**src/rtl/mem_io_bridge_pkg.sv**
```systemverilog
// Shared I/O page map for mem_io_bridge: register indices, STATUS layout and
// a helper that packs the STATUS word.
package mem_io_bridge_pkg;

  localparam logic [3:0] IO_PAGE_DEF = 4'hF;

  typedef enum logic [3:0] {
    REG_TXDATA = 4'h0,
    REG_STATUS = 4'h1,
    REG_CYC_LO = 4'h2,
    REG_CYC_HI = 4'h3,
    REG_LED    = 4'h4
  } io_reg_e;

  localparam int STAT_OVF   = 15;
  localparam int STAT_FULL  = 8;
  localparam int STAT_EMPTY = 7;

  typedef struct packed {
    logic       ovf;
    logic       full;
    logic       empty;
    logic [3:0] count;
  } tx_status_t;

  function automatic logic [15:0] status_word(input tx_status_t s);
    logic [15:0] w;
    w             = '0;
    w[STAT_OVF]   = s.ovf;
    w[STAT_FULL]  = s.full;
    w[STAT_EMPTY] = s.empty;
    w[3:0]        = s.count;
    return w;
  endfunction

endpackage

```
**src/rtl/mem_io_bridge_if.sv**
```systemverilog
// CPU memory port, external RAM port and TX stream of mem_io_bridge in one bundle.
// The bridge uses the slave modport; whoever plays CPU + RAM + consumer uses master.
interface mem_io_bridge_if;
  logic [15:0] cpu_raddr_i;
  logic        cpu_rd_i;
  logic [15:0] cpu_rdata_o;
  logic [15:0] cpu_waddr_i;
  logic [15:0] cpu_wdata_i;
  logic        cpu_wr_i;
  logic [15:0] ram_raddr_o;
  logic        ram_rd_o;
  logic [15:0] ram_rdata_i;
  logic [15:0] ram_waddr_o;
  logic [15:0] ram_wdata_o;
  logic        ram_wr_o;
  logic [7:0]  tx_data_o;
  logic        tx_valid_o;
  logic        tx_ready_i;
  logic [15:0] led_o;

  modport slave (
    input  cpu_raddr_i, cpu_rd_i, cpu_waddr_i, cpu_wdata_i, cpu_wr_i,
    input  ram_rdata_i, tx_ready_i,
    output cpu_rdata_o, ram_raddr_o, ram_rd_o, ram_waddr_o, ram_wdata_o, ram_wr_o,
    output tx_data_o, tx_valid_o, led_o
  );

  modport master (
    output cpu_raddr_i, cpu_rd_i, cpu_waddr_i, cpu_wdata_i, cpu_wr_i,
    output ram_rdata_i, tx_ready_i,
    input  cpu_rdata_o, ram_raddr_o, ram_rd_o, ram_waddr_o, ram_wdata_o, ram_wr_o,
    input  tx_data_o, tx_valid_o, led_o
  );
endinterface

```
**src/rtl/mem_io_bridge_fifo.sv**
```systemverilog
// Synchronous circular-buffer FIFO with separate occupancy count; head is
// shown combinationally and forced to zero while empty.
module sync_fifo #(
  parameter  int DWIDTH = 8,
  parameter  int DEPTH  = 8,
  localparam int AW     = $clog2(DEPTH),
  localparam int CW     = $clog2(DEPTH + 1)
) (
  input  logic              clk,
  input  logic              reset_n,
  input  logic              push,
  input  logic              pop,
  input  logic [DWIDTH-1:0] wdata,
  output logic [DWIDTH-1:0] rdata,
  output logic              full,
  output logic              empty,
  output logic [CW-1:0]     count
);

  logic [DWIDTH-1:0] mem [DEPTH];
  logic [AW-1:0]     wr_ptr, rd_ptr;
  logic [CW-1:0]     count_q;

  always_ff @(posedge clk) begin
    if (push) mem[wr_ptr] <= wdata;
  end

  // DEPTH is a power of two, so pointers wrap by plain overflow.
  always_ff @(posedge clk or negedge reset_n) begin
    if (!reset_n) begin
      wr_ptr  <= '0;
      rd_ptr  <= '0;
      count_q <= '0;
    end else begin
      if (push) wr_ptr <= wr_ptr + 1'b1;
      if (pop)  rd_ptr <= rd_ptr + 1'b1;
      case ({push, pop})
        2'b10:   count_q <= count_q + 1'b1;
        2'b01:   count_q <= count_q - 1'b1;
        default: count_q <= count_q;
      endcase
    end
  end

  assign full  = (count_q == CW'(DEPTH));
  assign empty = (count_q == '0);
  assign count = count_q;
  assign rdata = empty ? '0 : mem[rd_ptr];

endmodule

```
**src/rtl/mem_io_bridge.sv**
```systemverilog
// Splits CPU accesses between external block RAM and a 16-word I/O page
// (TX FIFO, cycle counter snapshot, LEDs) with uniform 1-cycle read latency.
module mem_io_bridge
  import mem_io_bridge_pkg::*;
#(
  parameter int         TXDEPTH = 8,
  parameter logic [3:0] IO_PAGE = IO_PAGE_DEF
) (
  input  logic            clk,
  input  logic            reset_n,
  mem_io_bridge_if.slave  bus
);

  localparam int CW = $clog2(TXDEPTH + 1);

  logic          io_read, io_write;
  logic [3:0]    ridx, widx;
  logic          tx_wr, push, pop, ovf_set, ovf_clr, snap_wr, led_wr;
  logic          tx_full, tx_empty;
  logic [CW-1:0] tx_count;
  logic [7:0]    tx_head;
  logic          ovf_q;
  logic [31:0]   cyc_q, snap_q;
  logic [15:0]   led_q;
  logic          sel_io_q;
  logic [15:0]   io_rdata, io_rdata_q;
  logic [3:0]    cnt4;
  tx_status_t    stat;

  assign io_read  = (bus.cpu_raddr_i[15:12] == IO_PAGE);
  assign io_write = (bus.cpu_waddr_i[15:12] == IO_PAGE);
  assign ridx     = bus.cpu_raddr_i[3:0];
  assign widx     = bus.cpu_waddr_i[3:0];

  assign bus.ram_raddr_o = bus.cpu_raddr_i;
  assign bus.ram_rd_o    = bus.cpu_rd_i & ~io_read;
  assign bus.ram_waddr_o = bus.cpu_waddr_i;
  assign bus.ram_wdata_o = bus.cpu_wdata_i;
  assign bus.ram_wr_o    = bus.cpu_wr_i & ~io_write;

  assign tx_wr   = bus.cpu_wr_i & io_write & (widx == REG_TXDATA);
  assign snap_wr = bus.cpu_wr_i & io_write & (widx == REG_CYC_LO);
  assign led_wr  = bus.cpu_wr_i & io_write & (widx == REG_LED);
  assign ovf_clr = bus.cpu_wr_i & io_write & (widx == REG_STATUS) & bus.cpu_wdata_i[STAT_OVF];

  // A full FIFO still takes a push when the head leaves in the same cycle.
  assign pop     = ~tx_empty & bus.tx_ready_i;
  assign push    = tx_wr & (~tx_full | pop);
  assign ovf_set = tx_wr & tx_full & ~pop;

  sync_fifo #(.DWIDTH(8), .DEPTH(TXDEPTH)) u_txq (
    .clk     (clk),
    .reset_n (reset_n),
    .push    (push),
    .pop     (pop),
    .wdata   (bus.cpu_wdata_i[7:0]),
    .rdata   (tx_head),
    .full    (tx_full),
    .empty   (tx_empty),
    .count   (tx_count)
  );

  assign bus.tx_data_o  = tx_head;
  assign bus.tx_valid_o = ~tx_empty;
  assign bus.led_o      = led_q;

  generate
    if (CW >= 4) begin : g_cnt_trunc
      assign cnt4 = tx_count[3:0];
    end else begin : g_cnt_ext
      assign cnt4 = 4'(tx_count);
    end
  endgenerate

  assign stat = '{ovf: ovf_q, full: tx_full, empty: tx_empty, count: cnt4};

  always_comb begin
    io_rdata = '0;
    case (ridx)
      REG_STATUS: io_rdata = status_word(stat);
      REG_CYC_LO: io_rdata = snap_q[15:0];
      REG_CYC_HI: io_rdata = snap_q[31:16];
      REG_LED:    io_rdata = led_q;
      default:    io_rdata = '0;
    endcase
  end

  // Overflow set wins over a same-cycle clear so no event is lost.
  always_ff @(posedge clk or negedge reset_n) begin
    if (!reset_n) begin
      ovf_q      <= 1'b0;
      cyc_q      <= '0;
      snap_q     <= '0;
      led_q      <= '0;
      sel_io_q   <= 1'b0;
      io_rdata_q <= '0;
    end else begin
      cyc_q      <= cyc_q + 32'd1;
      sel_io_q   <= io_read;
      io_rdata_q <= io_rdata;
      if (ovf_set)      ovf_q <= 1'b1;
      else if (ovf_clr) ovf_q <= 1'b0;
      if (snap_wr) snap_q <= cyc_q;
      if (led_wr)  led_q  <= bus.cpu_wdata_i;
    end
  end

  assign bus.cpu_rdata_o = sel_io_q ? io_rdata_q : bus.ram_rdata_i;

endmodule

```
**src/flat_wrapper.sv**
```systemverilog
// flat-port wrapper written by rule: the top's interface ports become plain ports
module mem_io_bridge_flat import mem_io_bridge_pkg::*;
#(
  parameter int         TXDEPTH = 8,
  parameter logic [3:0] IO_PAGE = IO_PAGE_DEF
)
  (clk, reset_n, bus_cpu_raddr_i, bus_cpu_rd_i, bus_cpu_waddr_i, bus_cpu_wdata_i, bus_cpu_wr_i, bus_ram_rdata_i, bus_tx_ready_i, bus_cpu_rdata_o, bus_ram_raddr_o, bus_ram_rd_o, bus_ram_waddr_o, bus_ram_wdata_o, bus_ram_wr_o, bus_tx_data_o, bus_tx_valid_o, bus_led_o);
  mem_io_bridge_if bus_i ();
  input  logic clk;
  input  logic reset_n;
  input wire logic [$bits(bus_i.cpu_raddr_i)-1:0] bus_cpu_raddr_i;
  input wire logic [$bits(bus_i.cpu_rd_i)-1:0] bus_cpu_rd_i;
  input wire logic [$bits(bus_i.cpu_waddr_i)-1:0] bus_cpu_waddr_i;
  input wire logic [$bits(bus_i.cpu_wdata_i)-1:0] bus_cpu_wdata_i;
  input wire logic [$bits(bus_i.cpu_wr_i)-1:0] bus_cpu_wr_i;
  input wire logic [$bits(bus_i.ram_rdata_i)-1:0] bus_ram_rdata_i;
  input wire logic [$bits(bus_i.tx_ready_i)-1:0] bus_tx_ready_i;
  output wire logic [$bits(bus_i.cpu_rdata_o)-1:0] bus_cpu_rdata_o;
  output wire logic [$bits(bus_i.ram_raddr_o)-1:0] bus_ram_raddr_o;
  output wire logic [$bits(bus_i.ram_rd_o)-1:0] bus_ram_rd_o;
  output wire logic [$bits(bus_i.ram_waddr_o)-1:0] bus_ram_waddr_o;
  output wire logic [$bits(bus_i.ram_wdata_o)-1:0] bus_ram_wdata_o;
  output wire logic [$bits(bus_i.ram_wr_o)-1:0] bus_ram_wr_o;
  output wire logic [$bits(bus_i.tx_data_o)-1:0] bus_tx_data_o;
  output wire logic [$bits(bus_i.tx_valid_o)-1:0] bus_tx_valid_o;
  output wire logic [$bits(bus_i.led_o)-1:0] bus_led_o;
  assign bus_i.cpu_raddr_i = bus_cpu_raddr_i;
  assign bus_i.cpu_rd_i = bus_cpu_rd_i;
  assign bus_i.cpu_waddr_i = bus_cpu_waddr_i;
  assign bus_i.cpu_wdata_i = bus_cpu_wdata_i;
  assign bus_i.cpu_wr_i = bus_cpu_wr_i;
  assign bus_i.ram_rdata_i = bus_ram_rdata_i;
  assign bus_i.tx_ready_i = bus_tx_ready_i;
  assign bus_cpu_rdata_o = bus_i.cpu_rdata_o;
  assign bus_ram_raddr_o = bus_i.ram_raddr_o;
  assign bus_ram_rd_o = bus_i.ram_rd_o;
  assign bus_ram_waddr_o = bus_i.ram_waddr_o;
  assign bus_ram_wdata_o = bus_i.ram_wdata_o;
  assign bus_ram_wr_o = bus_i.ram_wr_o;
  assign bus_tx_data_o = bus_i.tx_data_o;
  assign bus_tx_valid_o = bus_i.tx_valid_o;
  assign bus_led_o = bus_i.led_o;
  mem_io_bridge #(.TXDEPTH(TXDEPTH), .IO_PAGE(IO_PAGE)) u_core (.clk(clk), .reset_n(reset_n), .bus(bus_i));
endmodule
```
**config.mk**
```make
export PLATFORM = sky130hd
export DESIGN_NAME = mem_io_bridge_flat
export DESIGN_NICKNAME = d
export VERILOG_FILES = /design/src/rtl/mem_io_bridge_pkg.sv /design/src/rtl/mem_io_bridge_if.sv /design/src/rtl/mem_io_bridge_fifo.sv /design/src/rtl/mem_io_bridge.sv /design/src/flat_wrapper.sv
export SDC_FILE = /design/constraint.sdc
export NUM_CORES = 1
export LEC_CHECK = 0
export CAP_MARGIN = 10
export CORE_MARGIN = 2
export CORE_UTILIZATION = 40
export DETAILED_ROUTE_END_ITERATION = 8
export PLACE_DENSITY = 0.65
export SLEW_MARGIN = 20
export SYNTH_ARGS = -nofsm -noshare
export SYNTH_HDL_FRONTEND = slang
export SYNTH_SLANG_ARGS = --single-unit
```
**constraint.sdc**
```tcl
create_clock -name clk -period 2.92 [get_ports clk]
set_input_delay 0.73 -clock clk [delete_from_list [all_inputs] [get_ports clk]]
set_output_delay 0.73 -clock clk [all_outputs]
set_load 0.02 [all_outputs]
```
======== Yosys cells after proc, flatten, opt, wreduce, memory -nomap -nowiden ========
Memory sizes are Yosys's and may differ from the RTL's.
Cells that the tools add are included.
cells by class
  add/subtract/negate cells ............... 5
  equal/unequal tests ..................... 12
  muxes and demuxes ....................... 8
  bitwise logic cells ..................... 18
  reduce and logical (&&, ||, !) cells .... 4
operator list
  kind                                                                   count
  16-bit one-hot mux with 4 select lines                                 1
  32-bit by 1-bit adder with 32-bit output, second input constant        1
  16-bit 2-to-1 mux                                                      1
  1-bit bitwise AND                                                      12
  4-bit by 2-bit equality test with 1-bit output, second input constant  3
  4-bit equality test, second input constant                             3
  4-bit by 1-bit equality test with 1-bit output, second input constant  2
  4-bit by 3-bit equality test with 1-bit output, second input constant  2
  4-bit logical NOT                                                      2
  8-bit 2-to-1 mux                                                       1
  4-bit one-hot mux with 2 select lines                                  1
  3-bit by 1-bit adder with 3-bit output, second input constant          2
  1-bit inverter                                                         5
  4-bit by 1-bit adder with 4-bit output, second input constant          1
  1-bit 2-to-1 mux                                                       4
  2-bit nonzero test                                                     2
  4-bit by 1-bit subtractor with 4-bit output, second input constant     1
  2-bit by 1-bit equality test with 1-bit output, second input constant  1
  2-bit equality test, second input constant                             1
  1-bit OR                                                               1
word-level totals
  register bits ........................... 108
  bits in writable memories ............... 64
  input bits .............................. 69
  word-level logic and storage cells ...... 57
  memories kept ........................... 1
memory list
  memory            words  width  rd ports  clocked after memory_dff  write ports  line                      RTL
  u_core.u_txq.mem  8      8      1         0                         1            mem_io_bridge_fifo.sv:20  logic [DWIDTH-1:0] mem [DEPTH];

======== Depth between registers and ports, before layout ========
  depth in word-level cells ............... 7
  mapped depth ............................ 10
  gate-level depth less buffers ........... 9

======== By module ========
From an unflattened synthesis, not the netlist that was laid out.
second synthesis, totals
  cells, all modules ...................... 526
  area, all modules ....................... 7732.4 um^2
modules (own cells, without submodules)
  module         times used  cells an instance  area an instance (um^2)  sequential area each (um^2)
  mem_io_bridge  1           369                4669.5                   2452.4
  sync_fifo      1           157                3062.9                   2172.1

======== Worst setup path after synthesis ========
No wires, ideal clock.
  kind .................................... in2reg
  start point ............................. input bus_cpu_waddr_i[14]
  end point ............................... memory u_core.u_txq.mem[0][0] (enable)
  data arrival time ....................... 2.177 ns
  setup slack ............................. 0.349 ns
  cell stages on the path ................. 4
  buffers on the path ..................... 0
  cell sequence ........................... and4_1 and4_1 nand2b_1 nor4_1
between the ends
  cells in the longest elaborated chain, start to end .. 6
ends and longest elaborated chain
  item                                    line                      RTL
  start, declared                         flat_wrapper.sv:13        input wire logic [$bits(bus_i.cpu_waddr_i)-1:0] bus_cpu_waddr_i;
  4-bit equality test                     mem_io_bridge.sv:31       assign io_write = (bus.cpu_waddr_i[15:12] == IO_PAGE);
  1-bit bitwise AND (2 in a row)          mem_io_bridge.sv:41       assign tx_wr = bus.cpu_wr_i & io_write & (widx == REG_TXDATA);
  1-bit bitwise AND                       mem_io_bridge.sv:48       assign push = tx_wr & (~tx_full | pop);
  1-bit 2-to-1 mux                        mem_io_bridge_fifo.sv:25  if (push) mem[wr_ptr] <= wdata;
  1-bit 2-to-1 mux (implied by the code)  mem_io_bridge_fifo.sv:25
  end, declared                           mem_io_bridge_fifo.sv:20
No other way between the ends.

======== Worst setup path in the final report ========
  start point ............................. input bus_cpu_raddr_i[15]
  end point ............................... output bus_ram_rd_o
between the ends
  cells in the longest elaborated chain, start to end .. 3
ends and longest elaborated chain
  item                      line                 RTL
  start, declared           flat_wrapper.sv:11   input wire logic [$bits(bus_i.cpu_raddr_i)-1:0] bus_cpu_raddr_i;
  4-bit equality test       mem_io_bridge.sv:30  assign io_read = (bus.cpu_raddr_i[15:12] == IO_PAGE);
  named net u_core.io_read  mem_io_bridge.sv:16  logic io_read, io_write;
  1-bit inverter            mem_io_bridge.sv:36  assign bus.ram_rd_o = bus.cpu_rd_i & ~io_read;
  1-bit bitwise AND         mem_io_bridge.sv:36
  end, declared             flat_wrapper.sv:20   output wire logic [$bits(bus_i.ram_rd_o)-1:0] bus_ram_rd_o;
The timed path passes the listed nets, and every way through them passes these cells.

==> summary.txt <==
status -> finished clean
Sink Count -> 172
# IOs -> 160
Worst-path clk slew -> 60 ps
Port-buffer cells -> 127
DRC -> 0
r2r endpoint -> u_core.u_txq.count[2]$_DFFE_PN0P_
CTS tree -> built
largest cells by area after synthesis -> dfrtp_1 (35%), edfxtp_1 (25%), mux2_2 (8.1%)
post-synthesis sequential area ratio -> 60.3%
Die Height -> 143 um
Die W -> 143 um
Final Slew Violations -> 0
Setup Skew -> 5.49 ps
period utilization -> 97.1%
CTS max path bufs -> 2
mapped cell area -> 7670 um^2
top-area cell type share of the netlist area -> 35.2%
synthesized area per cell -> 14.4 um^2
fmax -> 353 MHz
reg-to-reg startpoint -> u_core.u_txq.count[1]$_DFFE_PN0P_
gpl congestion -> 0.822
Crit path top cell by count -> clkdlybuf4s50_1
Crit Path Class -> primary input to output port
Main synth FF type -> dfrtp_1
Total Power -> 6470 uW
final worst path period need -> 2840 ps
Fin Setup TNS -> 0 ps
mux share of post-synthesis cell area -> 16.1%
Worst Max-Slew Pin Slew -> 856 ps
CORE AREA -> 18800 um^2
pre-CTS WS -> 56.0 ps
MaxCap Viol Count -> 0
gr usage total -> 18.3%
Clk Latency, worst-skew pair -> 430 ps
crit path launch type -> primary input
Area growth syn-to-layout -> 26.8%
type of the most critical hold path -> primary input to async pin
post-synthesis compound-gate area fraction -> 3.55%
Post-DP Area -> 9080 um^2
GR Overflow Total -> 0
Synth Area in Simple Gates -> 8.54%
Initial Util -> 40.9%
vias per std cell -> 5.28
Synth Area in Adders -> 0.652%
RSZ-0062 raised after global routing -> no
crit end category -> output port
R2R depth -> 10
FF-to-FF setup slack -> 670 ps
via count -> 4724
Yosys cell types -> 49
Final #Nets -> 720
htree depth -> 4
cells after synthesis -> 533
post-synth top area cell -> dfrtp_1
final instance area -> 9730 um^2
Max VDD drop -> 0.407 mV
post-DP HPWL -> 12.4 mm
fraction of layout cells with a size suffix above 1 -> 25.2%
drt total wl -> 17.7 mm
final hold vios -> 0
Worst EP required -> 2190 ps
hold_buf cts -> 0
die area -> 20300 um^2
Synthesized Nets -> 606
antenna violations before repair -> 0
FP Rows -> 50
CP Cell Sequence -> clkdlybuf4s50_1 > and4_1 > nor2b_1 > clkdlybuf4s50_1
Worst path max stage delay -> 610 ps
Root Driver -> clkbuf_16
PnR worst setup slack -> 84.5 ps
WL/cell -> 19.8 um
Detailed Route Iter0 Violations -> 336
Post-DRT Antenna Nets -> 0
Yosys reg bits -> 172
Antenna Cells -> 0
Critical Path Slowest Stage Cell -> clkdlybuf4s50_1
pin count of the biggest net entering global routing -> 54
crit path DAT -> 2110 ps
largest family of logic cells by synthesized area -> multiplexers
crit path max fanout -> 2
headroom to the max-slew limit -> 42.8%
Power Dens Cells -> 665 nW/um^2
CTS buffer count -> 17
final setup vio count -> 0
Leak -> 0.00412 uW
synth warn -> 0
async set-reset flop share out of synthesis -> 62.8%
EDFF count, synth -> 64
xor and xnor area share after synthesis -> 4.22%
first-pass GRT wire length -> 28.1 mm
vias in the first global route -> 5067
router iterations before antenna repair -> 5
-- what timing repair did --
item | in CTS | in global routing
setup buffers | 0 | 1
gates resized for setup | 8 | 2
hold endpoints to repair | 0 | 0
cloned | 0 | 1
setup endpoints to repair | 8 | 1
-- how the worst max path moves through the flow --
stage                                                  start                                end  slack, ps  depth (start not counted)
after floorplan                          bus_cpu_waddr_i[14]   u_core.u_txq.mem[0][0]$_DFFE_PP_        350                          4
after CTS                 u_core.u_txq.rd_ptr[0]$_DFFE_PN0P_                   bus_tx_data_o[6]         60                          5
after global placement                   bus_cpu_raddr_i[14]                       bus_ram_rd_o        120                          4
final                                    bus_cpu_raddr_i[15]                       bus_ram_rd_o         80                          4
after detailed placement                 bus_cpu_waddr_i[14]  u_core.u_txq.count[2]$_DFFE_PN0P_         60                          9
after global routing      u_core.u_txq.rd_ptr[0]$_DFFE_PN0P_                   bus_tx_data_o[5]         10                          5
-- state kept, by name, indices dropped and copies added, names as in the netlist --
signal / flops
u_core.u_txq.mem: 64
u_core.cyc_q: 32
u_core.snap_q: 32
u_core.bus.led_o: 16
u_core.io_rdata_q: 16
u_core.u_txq.count: 4
u_core.u_txq.rd_ptr: 3
u_core.u_txq.wr_ptr: 3
u_core.ovf_q: 1
u_core.sel_io_q: 1
-- synth_stat cells (all sizes together) (9+ instances only) --
cell type	count
xnor2	23
nor2	27
xor2	14
buf	59
dfrtp	108
inv	14
mux4	16
a222oi	9
nand3	16
edfxtp	64
nor3	9
mux2	67
nand2	16
a22oi	13
-- routing by layer --
layer / up-vias / wire [um] / global-route usage, %
li1: 2130 / - / -
met1: 2451 / 7500 / 23.3
met2: 114 / 9220 / 30.7
met3: 29 / 642 / 4.64
met4: 0 / 377 / 5.84
met5: - / 0 / 0
-- cell usage in the layout, fill, tap and decap left out, drive strengths merged, types with 5 or more instances in the layout --
cell	synthesis	final
a21oi	5	5
a222oi	9	9
a22oi	13	13
and3	7	7
and4	5	5
buf	59	35
clkbuf	8	18
clkdlybuf4s50	0	118
dfrtp	108	108
dlygate4sd2	0	8
edfxtp	64	64
inv	14	17
mux2	67	67
mux2i	8	8
mux4	16	16
nand2	16	16
nand3	16	16
nand4	7	7
nor2	27	27
nor3	9	9
nor4	6	6
o21ai	8	8
xnor2	23	23
xor2	14	14
-- cells by family (layout without fill, tap and decap cells) --
| kind of cell | count (synthesis) | after routing |
|---|---|---|
| AOI/OAI and AO/OA | 37 | 37 |
| adders and majority gates | 4 | 4 |
| buffers and inverters | 81 | 208 |
| xor gates and xnor gates | 37 | 37 |
| DFF | 172 | 172 |
| and+or+nand+nor | 111 | 111 |
| muxes | 91 | 91 |
-- cell type report --
| cell class | count | area, um^2 |
|---|---|---|
| inverter | 14 | 52.6 |
| fill | 1556 | 9040 |
| timing repair buffer | 162 | 1590 |
| clock inverter | 15 | 194 |
| multi-input combinational | 280 | 2550 |
| sequential | 172 | 4630 |
| tap | 234 | 293 |
| clock buffer | 17 | 425 |
-- worst max-delay path, delay by kind of cell --
| kind | cells | cell delay (ps) |
|---|---|---|
| buf+inv | 2 | 1040 |
| simple gates | 2 | 330 |
-- through the flow --
step	hold WS (ps)	utilization, %	instances
finish	335	51.8	894
CTS	364	51.6	892
floorplan	434	-	533
detailed placement	466	48.4	860
global route	390	51.8	894
global placement	472	48.4	860
-- where the power goes --
part | switching [uW] | internal, uW
Clock | 933 | 1430
Sequential | 139 | 2570
Combinational | 659 | 738
Total | 1730 | 4740
Note: power is estimated with default switching activity, not from simulation.
